[src/rtl/pipe_pkg.sv]
// Shared types for the pipeline hazard unit: scoreboard entry layout and
// forwarding-select encodings.
package pipe_pkg;

    // Widest register address the scoreboard entry can carry; narrower
    // addresses are zero-extended into it.
    localparam int unsigned REG_AW_MAX = 8;

    localparam int unsigned FWD_RF    = 0;
    localparam int unsigned FWD_EXMEM = 1;
    localparam int unsigned FWD_MEMWB = 2;

    typedef struct packed {
        logic                  valid;
        logic [REG_AW_MAX-1:0] rd;
        logic                  we;
        logic                  is_load;
    } sb_entry_t;

endpackage

[src/rtl/hazard_match.sv]
// Per-operand producer match against the scoreboard: raises the stall request
// and encodes the youngest forwardable producer as a select.
module hazard_match
    import pipe_pkg::*;
#(
    parameter int unsigned DEPTH       = 3,
    parameter int unsigned REG_AW      = 3,
    parameter int unsigned LOAD_LAT    = 1,
    parameter int unsigned FORWARD_EN  = 1,
    parameter int unsigned ZERO_REG_EN = 0,
    parameter int unsigned SEL_W       = $clog2(DEPTH)
) (
    input  sb_entry_t         slots_i [DEPTH],
    input  logic [REG_AW-1:0] src_i,
    input  logic              use_i,
    input  logic              id_valid_i,
    output logic              stall_o,
    output logic [SEL_W-1:0]  sel_o
);

    logic reads;
    logic hit;
    logic found;

    assign reads = use_i && id_valid_i && !((ZERO_REG_EN != 0) && (src_i == '0));

    // Slot index j here is pipeline slot j+1; the first hit seen is the youngest.
    always_comb begin
        stall_o = 1'b0;
        sel_o   = SEL_W'(FWD_RF);
        found   = 1'b0;
        hit     = 1'b0;
        for (int unsigned j = 0; j < DEPTH; j++) begin
            hit = reads && slots_i[j].valid && slots_i[j].we &&
                  (slots_i[j].rd == REG_AW_MAX'(src_i));
            if (FORWARD_EN != 0) begin
                if (hit && slots_i[j].is_load && (j < LOAD_LAT)) begin
                    stall_o = 1'b1;
                end
                if (hit && !found && (j < DEPTH - 1)) begin
                    sel_o = SEL_W'(FWD_EXMEM + j);
                end
            end else if (hit) begin
                stall_o = 1'b1;
            end
            if (hit) begin
                found = 1'b1;
            end
        end
    end

endmodule

[src/rtl/pipe_hazard_unit.sv]
// Hazard detection and forwarding controller beside ID: tracks in-flight
// producers, issues stalls/flushes and registers EX forwarding selects.
module pipe_hazard_unit
    import pipe_pkg::*;
#(
    parameter int unsigned REG_AW      = 3,
    parameter int unsigned DEPTH       = 3,
    parameter int unsigned LOAD_LAT    = 1,
    parameter int unsigned FORWARD_EN  = 1,
    parameter int unsigned ZERO_REG_EN = 0,
    parameter int unsigned CNT_W       = 16,
    localparam int unsigned SEL_W      = $clog2(DEPTH)
) (
    input  logic              clk,
    input  logic              rst_n,
    input  logic              id_valid,
    input  logic [REG_AW-1:0] id_rs1,
    input  logic [REG_AW-1:0] id_rs2,
    input  logic              id_use_rs1,
    input  logic              id_use_rs2,
    input  logic [REG_AW-1:0] id_rd,
    input  logic              id_we,
    input  logic              id_is_load,
    input  logic              flush_i,
    output logic              stall_o,
    output logic              bubble_o,
    output logic              flush_if_id_o,
    output logic              flush_id_ex_o,
    output logic              flush_ex_mem_o,
    output logic [SEL_W-1:0]  fwd_a_o,
    output logic [SEL_W-1:0]  fwd_b_o,
    output logic [CNT_W-1:0]  stall_cnt_o,
    output logic [CNT_W-1:0]  flush_cnt_o
);

    sb_entry_t        slots_q [DEPTH];
    sb_entry_t        slot1_d;
    logic             stall_a, stall_b, hazard, enter_ex;
    logic [SEL_W-1:0] sel_a, sel_b;
    logic [SEL_W-1:0] fwd_a_q, fwd_b_q;
    logic [CNT_W-1:0] stall_cnt_q, flush_cnt_q;

    hazard_match #(
        .DEPTH(DEPTH), .REG_AW(REG_AW), .LOAD_LAT(LOAD_LAT),
        .FORWARD_EN(FORWARD_EN), .ZERO_REG_EN(ZERO_REG_EN), .SEL_W(SEL_W)
    ) u_match_rs1 (
        .slots_i(slots_q), .src_i(id_rs1), .use_i(id_use_rs1),
        .id_valid_i(id_valid), .stall_o(stall_a), .sel_o(sel_a)
    );

    hazard_match #(
        .DEPTH(DEPTH), .REG_AW(REG_AW), .LOAD_LAT(LOAD_LAT),
        .FORWARD_EN(FORWARD_EN), .ZERO_REG_EN(ZERO_REG_EN), .SEL_W(SEL_W)
    ) u_match_rs2 (
        .slots_i(slots_q), .src_i(id_rs2), .use_i(id_use_rs2),
        .id_valid_i(id_valid), .stall_o(stall_b), .sel_o(sel_b)
    );

    // Flush outranks stall: a squashed ID never stalls and never enters EX.
    assign hazard         = stall_a | stall_b;
    assign stall_o        = hazard & ~flush_i;
    assign bubble_o       = stall_o;
    assign flush_if_id_o  = flush_i;
    assign flush_id_ex_o  = flush_i;
    assign flush_ex_mem_o = flush_i;
    assign enter_ex       = id_valid & ~hazard & ~flush_i;

    always_comb begin
        slot1_d         = '0;
        slot1_d.valid   = enter_ex;
        slot1_d.rd      = REG_AW_MAX'(id_rd);
        slot1_d.we      = id_we;
        slot1_d.is_load = id_is_load;
    end

    always_ff @(posedge clk) begin
        if (!rst_n) begin
            for (int unsigned j = 0; j < DEPTH; j++) begin
                slots_q[j] <= '0;
            end
            fwd_a_q     <= SEL_W'(FWD_RF);
            fwd_b_q     <= SEL_W'(FWD_RF);
            stall_cnt_q <= '0;
            flush_cnt_q <= '0;
        end else begin
            slots_q[0] <= slot1_d;
            // Slot 2 receives the instruction squashed out of EX on a flush.
            if (flush_i) begin
                slots_q[1] <= '0;
            end else begin
                slots_q[1] <= slots_q[0];
            end
            for (int unsigned j = 2; j < DEPTH; j++) begin
                slots_q[j] <= slots_q[j-1];
            end
            fwd_a_q <= enter_ex ? sel_a : SEL_W'(FWD_RF);
            fwd_b_q <= enter_ex ? sel_b : SEL_W'(FWD_RF);
            if (stall_o && (stall_cnt_q != '1)) begin
                stall_cnt_q <= stall_cnt_q + 1'b1;
            end
            if (flush_i && (flush_cnt_q != '1)) begin
                flush_cnt_q <= flush_cnt_q + 1'b1;
            end
        end
    end

    assign fwd_a_o     = fwd_a_q;
    assign fwd_b_o     = fwd_b_q;
    assign stall_cnt_o = stall_cnt_q;
    assign flush_cnt_o = flush_cnt_q;

endmodule

[config.mk]
export PLATFORM = sky130hd
export DESIGN_NAME = pipe_hazard_unit
export DESIGN_NICKNAME = d
export VERILOG_FILES = /design/src/rtl/pipe_pkg.sv /design/src/rtl/hazard_match.sv /design/src/rtl/pipe_hazard_unit.sv
export SDC_FILE = /design/constraint.sdc
export NUM_CORES = 1
export LEC_CHECK = 0
export CAP_MARGIN = 0
export CORE_UTILIZATION = 40
export CTS_CLUSTER_SIZE = 16
export DETAILED_ROUTE_END_ITERATION = 8
export MAX_ROUTING_LAYER = met4
export PLACE_DENSITY = 0.66
export SYNTH_ARGS = -nofsm -noshare
export SYNTH_HDL_FRONTEND = slang
export SYNTH_HIERARCHICAL = 1
export SYNTH_SLANG_ARGS = --single-unit
[constraint.sdc]
create_clock -name clk -period 7.5 [get_ports clk]
set_clock_uncertainty 0.05 [all_clocks]
set_input_delay 0.75 -clock clk [delete_from_list [all_inputs] [get_ports clk]]
set_output_delay 0.75 -clock clk [all_outputs]
set_load 0.01 [all_outputs]
Word-level counts from Yosys, hierarchy flattened --
Cells that the tools add are included.
Word-level totals: register bits after elaboration 57, input port bits 17, output and inout port bits 41, word-level logic and storage cells 64
Cells by class: add/subtract/negate cells 2, equality and inequality tests 6, multiplexer cells 8, bitwise gates (word level) 8, reductions and logical operators 26
Operators with widths (number):
- $add A16 B1 Y16 const B | 2
- $eq A8 B3 Y1 | 4
- $ne A16 B16 Y1 const B | 2
- $logic_and A1 B1 Y1 | 20
- $mux W1 | 6
- $reduce_or A3 Y1 | 2
- $mux W2 | 2
- $not A1 Y1 | 4
- $and A1 B1 Y1 | 3
- $logic_not A1 Y1 | 2
- $reduce_and A2 Y1 | 1
- $reduce_or A2 Y1 | 1
- $or A1 B1 Y1 | 1

Logic depth before layout (Yosys ltp) --
Gate-level depths: netlist of run 1.
word-level depth 12, mapped depth 8, mapped depth without buffers 8

Cells and area by module --
The synthesis of run 1 kept the hierarchy.
Modules (own cells, without submodules):
- pipe_hazard_unit | times used 1, cells each 254, area each 2299.7 µm², seq. area each 1081.0 µm²
- hazard_match | times used 2, cells each 18, area each 132.6 µm², seq. area each 0.0 µm²

Worst setup path after synthesis of run 1 --
OpenSTA, ideal clock, no wires.
path type in2reg, from input port id_rs2[2], to register stall_cnt_q[9], in the netlist stall_cnt_o[9], library setup time 70 ps, data arrival time 2894 ps, required time 7380 ps, setup slack 4486 ps, cell stages on the path 8, path buffers 1, cell sequence xor2_1 nor4_1 and3_1 o21bai_4 or4_1 buf_2 or4_1 a21oi_1
Between the ends: longest elaborated chain between the ends 7
Ends and longest elaborated chain:
- from (decl) | RTL line pipe_hazard_unit.sv:18 | input logic [REG_AW-1:0] id_rs2,
- $eq A8 B3 Y1 | RTL line hazard_match.sv:35 | (slots_i[j].rd == REG_AW_MAX'(src_i));
- $logic_and A1 B1 Y1 | RTL line hazard_match.sv:34 | hit = reads && slots_i[j].valid && slots_i[j].we &&
- $logic_and A1 B1 Y1 | RTL line hazard_match.sv:37 | if (hit && slots_i[j].is_load && (j < LOAD_LAT)) begin
- $mux W1 | RTL line hazard_match.sv:37
- named net stall_b | RTL line pipe_hazard_unit.sv:38 | logic stall_a, stall_b, hazard, enter_ex;
- $or A1 B1 Y1 | RTL line pipe_hazard_unit.sv:60 | assign hazard = stall_a | stall_b;
- $and A1 B1 Y1 | RTL line pipe_hazard_unit.sv:61 | assign stall_o = hazard & ~flush_i;
- $logic_and A1 B1 Y1 | RTL line pipe_hazard_unit.sv:98 | if (stall_o && (stall_cnt_q != '1)) begin
- to (signal assigned) | RTL line pipe_hazard_unit.sv:99 | stall_cnt_q <= stall_cnt_q + 1'b1;
- to (decl) | RTL line pipe_hazard_unit.sv:41 | logic [CNT_W-1:0] stall_cnt_q, flush_cnt_q;
The timed path passes the listed nets, and every way through them passes these cells. A chain may end at the register's enable or synchronous reset.

Final worst setup path of run 1 --
from input port id_rs2[2], to output port bubble_o
Between the ends: longest elaborated chain between the ends 6
Ends and longest elaborated chain:
- $eq A8 B3 Y1 | RTL line hazard_match.sv:35
- $logic_and A1 B1 Y1 | RTL line hazard_match.sv:34
- $logic_and A1 B1 Y1 | RTL line hazard_match.sv:37
- $mux W1 | RTL line hazard_match.sv:37
- named net stall_b | RTL line pipe_hazard_unit.sv:38
- $or A1 B1 Y1 | RTL line pipe_hazard_unit.sv:60
- $and A1 B1 Y1 | RTL line pipe_hazard_unit.sv:61
- to (decl) | RTL line pipe_hazard_unit.sv:26 | output logic bubble_o,
The timed path passes the listed nets, and every way through them passes these cells.

==> results.json, run 1 <==
{
  "status": "completed",
  "p_comb_frac": 0.064,
  "p_int_mw": 0.403,
  "worst-r2r-cell-count": 7,
  "grt_overflow": 0,
  "grt_pass1_wl_um": 9250,
  "fin_ws_ns": 3.60,
  "max_freq_ghz": 0.256,
  "p_leak_nw": 1.06,
  "seqPwrFrac": 0.503,
  "maxCapViolations": 0,
  "globalplace.congestion": 0.859,
  "route.vias.total": 2244,
  "finalCritPeriodShare": 0.521,
  "crit_path_end_kind": "output port",
  "cts_sinks": 47,
  "r2r-start": "slots_q[26]$_SDFF_PN0_",
  "drive_above_1_share": 0.0573,
  "yosys_warnings": 6,
  "grt_max_degree": 29,
  "final-hold-violation-count": 0,
  "swShare": 0.207,
  "core_um2": 5610,
  "tritoncts": "built",
  "grt_use_total": 0.191,
  "seqCellArea_um2": 941,
  "clockBufferDepth": 2,
  "crit_path_frequent_cell": "clkdlybuf4s50_1",
  "syn_area_um2": 2380,
  "critPathLaunchType": "input port",
  "slew_headroom": 0.298,
  "switching_power_mw": 0.105,
  "drt_pre_antenna_iters": 4,
  "fillers": 550,
  "ir_worst_vdd_mv": 0.0852,
  "area_growth_syn_to_layout_pct": 34.2,
  "wl_per_cell_um": 13.4,
  "cts_buffers": 5,
  "antenna_cells": 0,
  "hold-path-cell-count": 1,
  "final_cell_mix": "57 x clkdlybuf4s50_1, 47 x dfxtp_1, 25 x nand2_1",
  "root_buffer": "clkbuf_8",
  "syn-instance-count": 276,
  "power.density_nw_per_um2": 159,
  "h-tree-depth": 2,
  "p_clk_frac": 0.433,
  "ant_nets": 0,
  "die_h_um": 79.2,
  "critPathSlowestCell": "clkdlybuf4s50_1",
  "finalSetupViolCount": 0,
  "grt_pass1_vias": 1985,
  "multi_input_area_um2": 1430,
  "crit_arrival_ns": 3.10,
  "die_area_um2": 6260,
  "hold_class": "flop to flop",
  "crit_path_max_incr_delay_ns": 0.59,
  "num-nets-final": 367,
  "post-place-ws_ns": 3.58,
  "cts_resized": 0,
  "critical_path.cell_chain": "clkdlybuf4s50_1, xor2_1, nor4_1, and3_1, o21bai_4, inv_1, clkdlybuf4s50_1",
  "portBuffers": 57,
  "fin_crit_ns": 3.90,
  "antenna_found_initial": 0,
  "wirelength_um": 5620,
  "clk_latency_ns": 0.30,
  "reg2reg_slack_ns": 4.59,
  "hpwlAfterDp_um": 4070,
  "finalMaxSlewViolations": 0,
  "vias_per_cell": 5.33,
  "post-cts-setup-buffers": 0,
  "setup_tns_ns": 0,
  "crit_type": "input port to output port",
  "die_w_um": 79.2,
  "rows": 27,
  "holdPathEnd": "slots_q[21]$_SDFF_PP0_",
  "route.detailed.drc": 0,
  "rsz0062_at_grt": "no",
  "r2r_end": "stall_cnt_o[9]$_SDFFE_PN0P_",
  "power_mw": 0.509,
  "layout_commonest_cell": "clkdlybuf4s50_1",
  "io_pins": 58,
  "clkTransAtPathRegs_ns": 0.09,
  "avgSynthCellArea_um2": 8.63,
  "worstHoldStart": "slots_q[32]$_SDFF_PN0_",
  "worst_pin_slew_ns": 1.04,
  "cts_hold_buf": 0,
  "start_util": 0.425,
  "drtIter0Drc": 113,
  "critPathRequiredTime_ns": 6.70,
  "worstPathMaxFanout": 10
}
==> worst max-delay path, delay by kind of cell <==
kind	cells	cell delay [ns]
AOI/OAI and AO/OA	1	0.14
xor gates and xnor gates	1	0.18
and+or+nand+nor	2	0.78
buffers and inverters	3	1.26
==> final cells by class <==
class,count,area share
Inverter,6,0.00705
Clock inverter,3,0.0211
Timing Repair Buffer,58,0.181
Clock buffer,5,0.0215
Tap cell,72,0.0282
Sequential cell,47,0.294
Multi-Input combinational cell,230,0.447
==> metal layers <==
metal | GRT usage | vias to the layer above | wire length, µm
met5 | - | - | 0
li1 | - | 1165 | -
met3 | 0.0402 | 6 | 243
met2 | 0.289 | 45 | 2470
met4 | 0.0545 | 0 | 51
met1 | 0.257 | 1028 | 2850
==> power by group through the flow <==
stage,sequential (mW),clock (mW),combinational (mW)
floorplan,0.262,0,0.0168
global placement,0.262,0,0.0326
detailed placement,0.262,0,0.0328
CTS,0.256,0.227,0.0329
global route,0.257,0.237,0.0365
finish,0.256,0.220,0.0326
==> worst max-delay path by stage <==
| stage | start | endpoint | slack, ns |
|---|---|---|---|
| 4_1_cts | id_rs2[2] | bubble_o | 3.57 |
| 5_1_grt | id_rs2[2] | bubble_o | 3.41 |
| 6_report | id_rs2[2] | bubble_o | 3.60 |
| 3_5_place_dp | id_rs2[2] | stall_o | 3.58 |
| 3_3_place_gp | id_rs2[2] | bubble_o | 3.67 |
| 2_1_floorplan | id_rs2[2] | stall_cnt_o[9]$_SDFFE_PN0P_ | 4.49 |
==> metrics by stage <==
stage,hold slack [ns],instance area (µm²),utilization,instances
floorplan,0.402,2450,-,295
global placement,0.420,3060,0.546,413
detailed placement,0.419,3060,0.546,413
CTS,0.446,3200,0.570,421
global route,0.460,3200,0.570,421
finish,0.441,3200,0.570,421
==> registers in the layout, indices dropped and copies added (netlist names) <==
name / flops
stall_cnt_o: 16
fwd_a_o: 2
fwd_b_o: 2
slots_q: 11
flush_cnt_o: 16
No activity file was read; power rests on OpenSTA's default activity.
==> run 2: changes to the inputs <==
--- a/config.mk
+++ b/config.mk
@@ -10,7 +10,7 @@
 export CTS_CLUSTER_SIZE = 16
 export DETAILED_ROUTE_END_ITERATION = 8
 export MAX_ROUTING_LAYER = met4
-export PLACE_DENSITY = 0.66
+export PLACE_DENSITY = 0.68
 export SYNTH_ARGS = -nofsm -noshare
 export SYNTH_HDL_FRONTEND = slang
 export SYNTH_HIERARCHICAL = 1
==> constraint.sdc (replaced) <==
create_clock -name clk -period 3.15 [get_ports clk]
set_clock_uncertainty 0.05 [all_clocks]
set_input_delay 0.315 -clock clk [delete_from_list [all_inputs] [get_ports clk]]
set_output_delay 0.315 -clock clk [all_outputs]
set_load 0.01 [all_outputs]
==> results.json, run 2 (synthesis results as in run 1) <==
{
  "crit_arrival_ns": 2.62,
  "maxCapViolations": 0,
  "ir_worst_vdd_mv": 0.243,
  "grt_pass1_wl_um": 9750,
  "seqCellArea_um2": 941,
  "fillers": 527,
  "finalMaxSlewViolations": 0,
  "critPathLaunchType": "input port",
  "cp.buffers_inverters": 4,
  "cts_resized": 0,
  "rows": 27,
  "finalSetupViolCount": 0,
  "grt_max_degree": 23,
  "fin_ws_ns": 0.161,
  "rsz0062_at_grt": "no",
  "worst_pin_slew_ns": 0.783,
  "drtIter0Drc": 83,
  "switching_power_mw": 0.248,
  "wl_per_cell_um": 13.7,
  "ant_nets": 0,
  "cts_sinks": 47,
  "vias_per_cell": 5.36,
  "post-cts-setup-buffers": 0,
  "fin_crit_ns": 2.99,
  "final_cell_mix": "57 x clkdlybuf4s50_1, 47 x dfxtp_1, 25 x nand2_1",
  "max_freq_ghz": 0.335,
  "layout_commonest_cell": "clkdlybuf4s50_1",
  "h-tree-depth": 2,
  "multi_input_area_um2": 1430,
  "area_growth_syn_to_layout_pct": 34.3,
  "wirelength_um": 5800,
  "portBuffers": 57,
  "setup_tns_ns": 0,
  "route.detailed.drc": 0,
  "hold_class": "flop to flop",
  "grt_overflow": 0,
  "slew_headroom": 0.474,
  "root_buffer": "clkbuf_8",
  "antenna_cells": 0,
  "critPathRequiredTime_ns": 2.78,
  "clk_latency_ns": 0.31,
  "drt_pre_antenna_iters": 4,
  "globalplace.congestion": 0.827,
  "clockBufferDepth": 2,
  "crit_family": "buffers and inverters",
  "critPathSlowestCell": "clkdlybuf4s50_1",
  "post-place-ws_ns": 0.0362,
  "clkTransAtPathRegs_ns": 0.08,
  "antenna_found_initial": 0,
  "crit_path_max_incr_delay_ns": 0.56,
  "status": "completed",
  "die_area_um2": 6260,
  "p_int_mw": 0.877,
  "power.density_nw_per_um2": 352,
  "tritoncts": "built",
  "hpwlAfterDp_um": 4170,
  "p_clk_frac": 0.387,
  "p_comb_frac": 0.071,
  "finalCritPeriodShare": 0.949,
  "placed_area_um2": 3090,
  "start_util": 0.425,
  "cts_buffers": 5,
  "die_w_um": 79.2,
  "crit_type": "input port to output port",
  "core_um2": 5610,
  "p_leak_nw": 1.07,
  "worstPathMaxFanout": 9,
  "power_mw": 1.12,
  "crit_path_end_kind": "output port",
  "critical_path.cell_chain": "clkdlybuf4s50_1, xor2_1, nor4_1, and3_1, o21bai_4, buf_4, inv_1, clkdlybuf4s50_1",
  "cts_hold_buf": 0,
  "route.vias.total": 2273,
  "final-hold-violation-count": 0,
  "seqPwrFrac": 0.542,
  "crit_path_frequent_cell": "clkdlybuf4s50_1",
  "drive_above_1_share": 0.0653,
  "final_area_um2": 3200,
  "worst_hold_slack_ns": 0.453,
  "io_pins": 58,
  "die_h_um": 79.2,
  "grt_use_total": 0.205,
  "num-nets-final": 371,
  "grt_pass1_vias": 2113,
  "swShare": 0.220
}
-- run 2: cell count changes in the layout (fill, tap and decap cells not counted), sizes merged --
cell      change
buf           +4
bufinv        -1
clkbuf        +1
clkinvlp      -1
-- run 2: final timing paths --
path                               start                           to  slack [ns]  cells after the start
hold reg to reg   slots_q[32]$_SDFF_PN0_       slots_q[21]$_SDFF_PP0_        0.45                      1
hold / removal    slots_q[32]$_SDFF_PN0_       slots_q[21]$_SDFF_PP0_        0.45                      1
setup / recovery               id_rs2[2]                      stall_o        0.16                      8
setup reg to reg  slots_q[26]$_SDFF_PN0_  stall_cnt_o[9]$_SDFFE_PN0P_        0.50                      7
-- run 2: layout make-up --
| cell class | count | area share |
|---|---|---|
| Clock buffer | 6 | 0.0227 |
| Clock inverter | 1 | 0.00939 |
| Inverter | 6 | 0.00704 |
| Multi-Input combinational cell | 230 | 0.448 |
| Sequential cell | 47 | 0.294 |
| Tap cell | 72 | 0.0282 |
| Timing Repair Buffer | 62 | 0.190 |
-- run 2: power groups by stage --
stage	registers, mW	logic (mW)	clock network, mW
after floorplan	0.623	0.0399	0
after CTS	0.610	0.0789	0.445
after detailed placement	0.624	0.0783	0
final	0.610	0.0799	0.435
after global placement	0.624	0.0780	0
after global routing	0.612	0.0894	0.478
-- run 2: stage by stage --
step,util,instances
after floorplan,-,295
after CTS,0.569,424
after global routing,0.570,424
after global placement,0.551,417
final,0.570,424
after detailed placement,0.551,417
-- run 2: metal layers --
metal,global-route usage,part of all wire,vias up
li1,-,-,1167
met1,0.265,0.49,1032
met2,0.301,0.44,67
met3,0.0460,0.060,7
met4,0.0964,0.013,0
met5,-,0,-
==> run 3: changes to the inputs <==
--- a/config.mk
+++ b/config.mk
@@ -10,7 +10,7 @@
 export CTS_CLUSTER_SIZE = 16
 export DETAILED_ROUTE_END_ITERATION = 8
 export MAX_ROUTING_LAYER = met4
-export PLACE_DENSITY = 0.68
+export PLACE_DENSITY = 0.66
 export SYNTH_ARGS = -nofsm -noshare
 export SYNTH_HDL_FRONTEND = slang
 export SYNTH_HIERARCHICAL = 1
==> constraint.sdc (replaced) <==
create_clock -name clk -period 3.5 [get_ports clk]
set_clock_uncertainty 0.05 [all_clocks]
set_input_delay 0.35 -clock clk [delete_from_list [all_inputs] [get_ports clk]]
set_output_delay 0.35 -clock clk [all_outputs]
set_load 0.01 [all_outputs]
==> results.json, run 3 (synthesis results as in run 1) <==
{
  "route.detailed.drc": 0,
  "antenna_cells": 0,
  "placed_area_um2": 3080,
  "tritoncts": "built",
  "wl_per_cell_um": 13.5,
  "start_util": 0.425,
  "crit_type": "input port to output port",
  "die_h_um": 79.2,
  "grt_overflow": 0,
  "finalCritPeriodShare": 0.906,
  "slew_headroom": 0.303,
  "layout_commonest_cell": "clkdlybuf4s50_1",
  "clockBufferDepth": 2,
  "core_um2": 5610,
  "clk_latency_ns": 0.30,
  "cp.depth": 8,
  "status": "completed",
  "hold-path-cell-count": 1,
  "crit_path_end_kind": "output port",
  "final-hold-violation-count": 0,
  "hold_class": "flop to flop",
  "critPathRequiredTime_ns": 3.10,
  "fin_crit_ns": 3.17,
  "drt_pre_antenna_iters": 4,
  "critPathLaunchType": "input port",
  "grt_use_total": 0.195,
  "cts_sinks": 47,
  "p_leak_nw": 1.06,
  "cts_resized": 0,
  "num-nets-final": 370,
  "area_growth_syn_to_layout_pct": 33.6,
  "globalplace.congestion": 0.843,
  "maxCapViolations": 0,
  "worst_pin_slew_ns": 1.04,
  "die_area_um2": 6260,
  "grt_pass1_vias": 1996,
  "finalSetupViolCount": 0,
  "post-cts-setup-buffers": 0,
  "portBuffers": 57,
  "rsz0062_at_grt": "no",
  "clkTransAtPathRegs_ns": 0.08,
  "crit_path_max_incr_delay_ns": 0.59,
  "hpwlAfterDp_um": 4190,
  "crit_family": "buffers and inverters",
  "critPathSlowestCell": "clkdlybuf4s50_1",
  "finalMaxSlewViolations": 0,
  "grt_max_degree": 23,
  "grt_pass1_wl_um": 9250,
  "crit_path_frequent_cell": "clkdlybuf4s50_1",
  "power.density_nw_per_um2": 307,
  "ant_nets": 0,
  "cp.buffers_inverters": 4,
  "cts_buffers": 5,
  "vias_per_cell": 5.46,
  "die_w_um": 79.2,
  "setup_tns_ns": 0,
  "root_buffer": "clkbuf_8",
  "antenna_found_initial": 0,
  "worst-r2r-cell-count": 7,
  "rows": 27,
  "drive_above_1_share": 0.0625,
  "h-tree-depth": 2,
  "wirelength_um": 5700,
  "ir_worst_vdd_mv": 0.155,
  "cts_hold_buf": 0,
  "max_freq_ghz": 0.315,
  "final_area_um2": 3180,
  "final_cell_mix": "57 x clkdlybuf4s50_1, 47 x dfxtp_1, 25 x nand2_1",
  "io_pins": 58,
  "route.vias.total": 2317,
  "critical_path.cell_chain": "clkdlybuf4s50_1, xor2_1, nor4_1, and3_1, o21bai_4, buf_4, inv_1, clkdlybuf4s50_1",
  "worstPathMaxFanout": 9,
  "drtIter0Drc": 167,
  "crit_arrival_ns": 2.77
}
## run 3: cell count changes in the layout (fill, tap and decap cells not counted), sizes merged
cell,change
bufinv,-1
buf,-1
clkbuf,+2
## run 3: cell type report
cell class                      count  area [µm²]
Sequential cell                    47         941
Timing Repair Buffer               61         601
Inverter                            6        22.5
Multi-Input combinational cell    230        1430
Tap cell                           72        90.1
Fill cell                         584        2430
Clock buffer                        8         100
## run 3: metrics by stage
step	std cells	power, mW	hold slack, ns	utilization	setup WS [ns]
2_1_floorplan	295	0.597	0.402	-	0.886
3_3_place_gp	416	0.633	0.421	0.550	0.225
3_5_place_dp	416	0.634	0.422	0.550	0.179
4_1_cts	424	0.993	0.449	0.567	0.340
5_1_grt	424	1.02	0.462	0.567	0.190
6_report	424	0.977	0.444	0.567	0.329
## run 3: power by group
group	switching, mW	total [mW]	internal (mW)
Combinational	0.0326	0.0722	0.0396
Clock	0.176	0.356	0.180
Sequential	0.00687	0.548	0.542
## run 3: final timing paths
path | startpoint | end | slack [ns]
max reg2reg | slots_q[26]$_SDFF_PN0_ | stall_cnt_o[9]$_SDFFE_PN0P_ | 0.70
min reg2reg | slots_q[32]$_SDFF_PN0_ | slots_q[21]$_SDFF_PP0_ | 0.44
max | id_rs2[2] | bubble_o | 0.33
min | slots_q[32]$_SDFF_PN0_ | slots_q[21]$_SDFF_PP0_ | 0.44
## run 3: per-layer routing
| layer | GRT usage | vias to the layer above | wire length (µm) |
|---|---|---|---|
| met4 | 0.0709 | 0 | 82 |
| met2 | 0.290 | 70 | 2540 |
| met1 | 0.262 | 1070 | 2780 |
| met3 | 0.0379 | 7 | 299 |
| li1 | - | 1170 | - |
| met5 | - | - | 0 |
